File: src/rtl/bit_stuff_tx.sv
// rtl/bit_stuff_tx.sv - serial frame transmitter with SOF/EOF markers and run-limit bit stuffing
module bit_stuff_tx (
  input  logic       clk,
  input  logic       reset,
  input  logic [7:0] din,
  input  logic       din_valid,
  input  logic       din_last,
  output logic       din_ready,
  output logic       sout,
  output logic       sout_en,
  output logic       frame_done
);

  typedef enum logic [1:0] {IDLE, SOF, DATA, EOF} state_t;

  state_t     state_q, state_d;
  logic [1:0] cnt_q, cnt_d;
  logic [7:0] shreg_q, shreg_d;
  logic [2:0] idx_q, idx_d;
  logic       last_q, last_d;
  logic       run_bit_q, run_bit_d;
  logic [1:0] run_cnt_q, run_cnt_d;
  logic       sout_q, sout_d;
  logic       sout_en_q, sout_en_d;
  logic       frame_done_q, frame_done_d;

  logic       stuff;
  logic       cur_bit;
  logic       ready_raw;
  logic       accept;

  // State registers describe the bit on the line this cycle; stuff is decided from them.
  assign stuff     = (run_cnt_q == 2'd3);
  assign cur_bit   = stuff ? ~run_bit_q : shreg_q[idx_q];
  assign ready_raw = (state_q == IDLE) ||
                     ((state_q == DATA) && !stuff && (idx_q == 3'd7) && !last_q);
  assign din_ready = ready_raw && !reset;
  assign accept    = din_valid && din_ready;

  always_comb begin
    state_d      = state_q;
    cnt_d        = cnt_q;
    shreg_d      = shreg_q;
    idx_d        = idx_q;
    last_d       = last_q;
    run_bit_d    = run_bit_q;
    run_cnt_d    = run_cnt_q;
    sout_d       = 1'b0;
    sout_en_d    = 1'b0;
    frame_done_d = 1'b0;

    case (state_q)
      IDLE: begin
        if (accept) begin
          shreg_d = din;
          last_d  = din_last;
          idx_d   = 3'd0;
          cnt_d   = 2'd0;
          state_d = SOF;
        end
      end
      SOF: begin
        cnt_d = cnt_q + 2'd1;
        if (cnt_q == 2'd3) begin
          run_bit_d = 1'b1;
          run_cnt_d = 2'd3;
          state_d   = DATA;
        end
      end
      DATA: begin
        // A stuff bit always differs from run_bit, so the count can never pass 3.
        if (cur_bit == run_bit_q) begin
          run_cnt_d = run_cnt_q + 2'd1;
        end else begin
          run_bit_d = cur_bit;
          run_cnt_d = 2'd1;
        end
        if (!stuff) begin
          if (idx_q == 3'd7) begin
            if (accept) begin
              shreg_d = din;
              last_d  = din_last;
              idx_d   = 3'd0;
            end else begin
              cnt_d   = 2'd0;
              state_d = EOF;
            end
          end else begin
            idx_d = idx_q + 3'd1;
          end
        end
      end
      EOF: begin
        cnt_d = cnt_q + 2'd1;
        if (cnt_q == 2'd3) begin
          state_d = IDLE;
        end
      end
      default: state_d = IDLE;
    endcase

    // Outputs are registered, so they are derived from the next-cycle state.
    case (state_d)
      SOF: begin
        sout_d    = 1'b1;
        sout_en_d = 1'b1;
      end
      DATA: begin
        sout_d    = (run_cnt_d == 2'd3) ? ~run_bit_d : shreg_d[idx_d];
        sout_en_d = 1'b1;
      end
      EOF: begin
        sout_en_d    = 1'b1;
        frame_done_d = (cnt_d == 2'd3);
      end
      default: ;
    endcase
  end

  always_ff @(posedge clk) begin
    if (reset) begin
      state_q      <= IDLE;
      cnt_q        <= 2'd0;
      shreg_q      <= 8'd0;
      idx_q        <= 3'd0;
      last_q       <= 1'b0;
      run_bit_q    <= 1'b0;
      run_cnt_q    <= 2'd0;
      sout_q       <= 1'b0;
      sout_en_q    <= 1'b0;
      frame_done_q <= 1'b0;
    end else begin
      state_q      <= state_d;
      cnt_q        <= cnt_d;
      shreg_q      <= shreg_d;
      idx_q        <= idx_d;
      last_q       <= last_d;
      run_bit_q    <= run_bit_d;
      run_cnt_q    <= run_cnt_d;
      sout_q       <= sout_d;
      sout_en_q    <= sout_en_d;
      frame_done_q <= frame_done_d;
    end
  end

  assign sout       = sout_q;
  assign sout_en    = sout_en_q;
  assign frame_done = frame_done_q;

endmodule
File: config.mk
export PLATFORM = sky130hd
export DESIGN_NAME = bit_stuff_tx
export DESIGN_NICKNAME = d
export VERILOG_FILES = /design/src/rtl/bit_stuff_tx.sv
export SDC_FILE = /design/constraint.sdc
export NUM_CORES = 1
export LEC_CHECK = 0
export CAP_MARGIN = 20
export CORE_ASPECT_RATIO = 1.2
export CORE_MARGIN = 4
export CORE_UTILIZATION = 55
export CTS_BUF_LIST = sky130_fd_sc_hd__clkbuf_16
export CTS_CLUSTER_DIAMETER = 80
export DETAILED_ROUTE_END_ITERATION = 8
export GPL_TIMING_DRIVEN = 0
export PLACE_DENSITY = 0.78
export SYNTH_ARGS = -nofsm -noshare
export SYNTH_HDL_FRONTEND = slang
export SYNTH_SLANG_ARGS = --single-unit
File: constraint.sdc
create_clock -name clk -period 2.9 [get_ports clk]
set_input_delay 0.58 -clock clk [delete_from_list [all_inputs] [get_ports clk]]
set_output_delay 0.58 -clock clk [all_outputs]
set_load 0.01 [all_outputs]
* After elaboration in Yosys (flattened, before gate mapping)
Index checks and enable logic that the tools add are counted.
Operators by class: equality and inequality tests 14, bitwise operators 3, mux-type cells 38, reductions and logical operators 15, add/subtract/negate cells 3, $lt $le $gt $ge 2
Operator list (number):
- 2-bit 2-to-1 mux | 12
- 8-bit 2-to-1 mux | 3
- 2-bit == test, second input constant | 8
- 8-bit case mux with 2 select lines | 1
- 1-bit 2-to-1 mux | 10
- 3-bit 2-to-1 mux | 3
- 3-bit by 4-bit < comparator with 1-bit output, second input constant | 2
- 2-bit case mux with 4 select lines | 1
- 1-bit binary-select mux with 3-bit select | 2
- 1-bit case mux with 2 select lines | 3
- 2-bit case mux with 3 select lines | 1
- 3-bit case mux with 2 select lines | 1
- 1-bit logical AND | 5
- 2-bit by 1-bit adder with 2-bit output, second input constant | 2
- 2-bit by 1-bit == test with 1-bit output, second input constant | 2
- 2-bit case mux with 2 select lines | 1
- 2-bit OR reduction | 2
- 3-bit by 1-bit adder with 3-bit output, second input constant | 1
- 3-bit == test, second input constant | 1
- 1-bit zero test | 3
- 1-bit inverter | 3
- 3-bit AND reduction | 1
- 3-bit OR reduction | 1
- 2-bit zero test | 1
- 5 further kinds | 5
Storage, ports and cells: register bits 22, logic and storage cells 85, output and inout port bits 4, input port bits 12

* Logic depth before layout (Yosys ltp)
word-level depth 16, depth in mapped cells 13, gate-level depth less buffers 13

* Worst setup path after synthesis
No wires, ideal clock.
path type register -> register, start point register idx_q[0], end point register sout_q (netlist: sout), buffers on the path 1, data required time 2.834 ns, data arrival time 2.532 ns, clock period less this slack 2.598 ns, library setup time 0.066 ns, setup slack 0.302 ns, stages on the path, launching flop included 13, cell sequence dfxtp_1 > ha_1 > ha_1 > nor4bb_4 > o21a_1 > buf_2 > nand2_1 > and3_1 > inv_2 > ha_1 > nor2_1 > a2111o_1 > a21oi_2
Between the ends: elaborated cells on any way between the ends 36, classes of those cells add/sub: 1; eq/ne: 5; mux: 24; bitwise: 1; reduce/logical: 5
RTL lines:
- from (decl) | line 19 | logic [2:0] idx_q, idx_d;
- from (signal assigned) | line 136 | idx_q <= idx_d;
- 3-bit == test (*) | line 36, 79
- 1-bit logical AND (2 in a row) | line 36 | ((state_q == DATA) && !stuff && (idx_q == 3'd7) && !last_q);
- 1-bit logical OR | line 35 | assign ready_raw = (state_q == IDLE) ||
- 1-bit logical AND | line 37 | assign din_ready = ready_raw && !reset;
- 1-bit logical AND | line 38 | assign accept = din_valid && din_ready;
- 2-bit 2-to-1 mux | line 80 | if (accept) begin
- 2-bit 2-to-1 mux | line 79 | if (idx_q == 3'd7) begin
- 2-bit 2-to-1 mux | line 78 | if (!stuff) begin
- 2-bit case mux with 4 select lines (*) | line 52 | case (state_q)
- via state_d[0] | line 16 | state_t state_q, state_d;
- 2-bit == test or 2-bit by 1-bit == test with 1-bit output (tied branches) | line 103 | case (state_d)
- 1-bit case mux with 2 select lines (*) | line 103
- to (signal assigned) | line 140 | sout_q <= sout_d;
- to (decl) | line 23 | logic sout_q, sout_d;
Mark *: on every way through the listed nets, which the timed path passes. The rest lies on a longest branch. The select of a mux whose other input is x is not followed. A chain may end at the register's enable or synchronous reset.

* Final worst setup path
Same ends and word-level chain as after synthesis.

==> run metrics <==
All-Layer GR Usage 0.2154; clk sinks 22; Iter 0 DRT Violations 43; vias in the first global route 1,254; Via Count 1,254; Max transition margin 0.5943; DR vias/cell 5.971; Hold Violations, Final 0; RePlAce Congestion 0.8261; Critical Path AT 2.94 ns; Tcrit/Tclk final 0.9456; total gr overflow 0; Synth Area per Inst 8.918 um^2; P per Cell Area 790.1 mW/mm^2; worst-path fanout max 7; Req. time, crit path 3.09 ns; combined area of the multi-input logic cells 902.1 um^2; Internal 0.0008823 W; commonest non-fill, non-tap cell in the layout nor2_1; Starting Density 0.5949; Clock Latency Late Sink 0.26 ns; nets 206; Critical path origin idx_q[0]; # rows 19; synth top area cells dfxtp_1, ha_1, nor2_1, nor2b_1, mux4_1; Pins Over Slew Limit 0; initial antenna violation count 0; cell accounting for the most synthesized area dfxtp_1; WL final 3331 um; Netlist cell types 44; hold_buf cts 0; met2 wire len 1739 um; Comb pwr share 0.419; Worst R2R Setup Slack 0.16 ns; Root Driver clkbuf_16; die width 54.06 um; Netlist Area Pre-Place 0.001400 mm^2; NetSw 0.0004879 W; Syn. warnings 0; Max Freq 364.7 MHz; outcome finished, final reports clean; routed length per instance 15.86 um; Most used DFF post-synth dfxtp_1; reg2reg end sout; Register-to-Register Path Depth 14; Final Non-Filler Cells 210; most frequent cells in the layout nor2_1, dfxtp_1, clkdlybuf4s50_1; Post-DP HPWL 2370 um; startpoint types register; Max H-tree Level 1; share of layout cells above drive strength 1 0.1397; length of the first detailed-routing pass in iterations 4; Clock transition at path regs 0.06 ns; Remaining DRCs 0; Post-Synthesis Cells 157; WS Path Type reg2reg; port bufs 15; highest routed layer met4; placed cell count 203; RSZ-0062 raised after global routing yes; Antenna Nets Post-Route 0; Post-synth EDFFs 0; reg2reg start idx_q[0]; Hold Path Class reg2reg; Num CTS Buffers 3; core area 0.002354 mm^2; Sw Share 0.3561; CTS max path bufs 2; largest net degree at the start of global routing 14; post-layout min period 2.742 ns; CP endpoint sout; final setup violation count 0; worst slew pin tran 0.6045 ns; CTS tree done; full die area 0.003420 mm^2; number of fill cells 166; Max VDD drop 0.5230 mV; # diodes 0; Setup TNS 0 ns; share of the synthesized area in the top cell type 0.3146; sequential cell area 442.9 um^2; Yosys reg bits 22; LEAKAGE 0.7059 nW; metal3 WL 143 um; routed length on met1 1357 um; FFs w/ async S/R, synth 0; clock share of power 0.280; synthesis-to-layout area growth 23.86%; syn nets 183; Worst Clk Skew 0.004478 ns; first-pass GRT wire length 5561 um; critical path capture point type register; Die Y 63.27 um; sequential share of power 0.300; register area share after synthesis 0.3146; IO Pins 16; max cap viols 0
-- layer usage --
layer	up-vias	global-route usage
li1	618	-
met1	579	0.2624
met3	13	0.02830
met4	0	0.09034
met5	-	0
met2	44	0.3652
-- sequential cells by signal, summed over array words and instances, names as in the netlist, 2 cells and up --
name       count
shreg_q        8
idx_q          3
cnt_q          2
run_cnt_q      2
state_q        2
-- what timing repair did --
item / CTS / global route
pin swaps: 0 / 1
gates resized for setup: 1 / 7
setup endpoints to repair: 1 / 2
setup buffers: 0 / 3
-- cells in the mapped netlist, types with 2 or more instances --
| library cell | n |
|---|---|
| o21ai_0 | 3 |
| ha_1 | 14 |
| a311oi_1 | 4 |
| inv_2 | 2 |
| a221oi_1 | 2 |
| a21oi_2 | 2 |
| a22oi_1 | 5 |
| nor2b_1 | 10 |
| a22o_1 | 4 |
| nor2_1 | 29 |
| mux4_1 | 2 |
| and3_1 | 2 |
| a31oi_1 | 2 |
| nor3b_1 | 2 |
| mux2i_1 | 2 |
| o21ai_1 | 5 |
| buf_4 | 2 |
| a21oi_1 | 7 |
| clkbuf_1 | 3 |
| dfxtp_1 | 22 |
| inv_1 | 5 |
| nand2_1 | 4 |
| nand3_1 | 3 |
-- layout make-up --
class,count,share of cell area
Timing Repair Buffer,18,0.09957
Sequential cell,22,0.2554
Clock buffer,3,0.04329
Tap cell,31,0.02237
Clock inverter,1,0.01732
Buffer,7,0.02670
Inverter,7,0.01515
Multi-Input combinational cell,121,0.5202
-- worst min path at each step --
stage / to / cells past startpoint / slack (ns) / from
6_report: shreg_q[5] / 2 / 0.52 / shreg_q[5]
5_1_grt: shreg_q[5] / 2 / 0.57 / shreg_q[5]
4_1_cts: shreg_q[5] / 2 / 0.53 / shreg_q[5]
3_5_place_dp: shreg_q[5] / 2 / 0.52 / shreg_q[5]
3_3_place_gp: shreg_q[5] / 2 / 0.49 / shreg_q[5]
2_1_floorplan: shreg_q[7] / 2 / 0.47 / shreg_q[7]
-- kinds of logic after synthesis --
| family | count (synthesis) | synth area share |
|---|---|---|
| multiplexers | 6 | 0.06970 |
| AO/OA/AOI/OAI | 43 | 0.2252 |
| adder cells (fa/ha/maj) | 14 | 0.1251 |
| AND/OR/NAND/NOR | 57 | 0.2100 |
| XOR/XNOR | 1 | 0.006257 |
| buffers and inverters | 14 | 0.04915 |
| flip-flops | 22 | 0.3146 |
-- power by group through the flow --
stage / Combinational (W) / Clock, W / Sequential, W
floorplan: 0.000415 / 0 / 0.000403
global placement: 0.000533 / 0 / 0.000410
detailed placement: 0.000551 / 0 / 0.000412
CTS: 0.000568 / 0.000390 / 0.000406
global route: 0.000644 / 0.000404 / 0.000417
finish: 0.000574 / 0.000384 / 0.000411
-- per-stage QoR --
stage,instance area (um^2),hold WS [ns],total power (W),setup slack (ns),util
detailed placement,1589,0.5179,0.0009628,-0.1542,0.6752
finish,1734,0.5187,0.001370,0.1578,0.7368
floorplan,1400,0.4703,0.0008173,0.3018,-
global route,1734,0.5714,0.001465,-0.01648,0.7368
global placement,1589,0.4934,0.0009429,-0.1597,0.6752
CTS,1695,0.5311,0.001364,0.01181,0.7204
-- critical path, stage by stage, from the launching register on --
cell and delay [ns]:
dfxtp_2 0.37, ha_1 0.21, ha_1 0.21, nor4bb_4 0.17
buf_4 0.14, o21ai_2 0.21, nand2_1 0.15, nor2_1 0.11
o21ai_1 0.06, and3_1 0.20, inv_2 0.08, ha_1 0.20
nor2_1 0.06, a2111o_1 0.41, a21oi_2 0.10
Power figures use the tool's default switching activity.
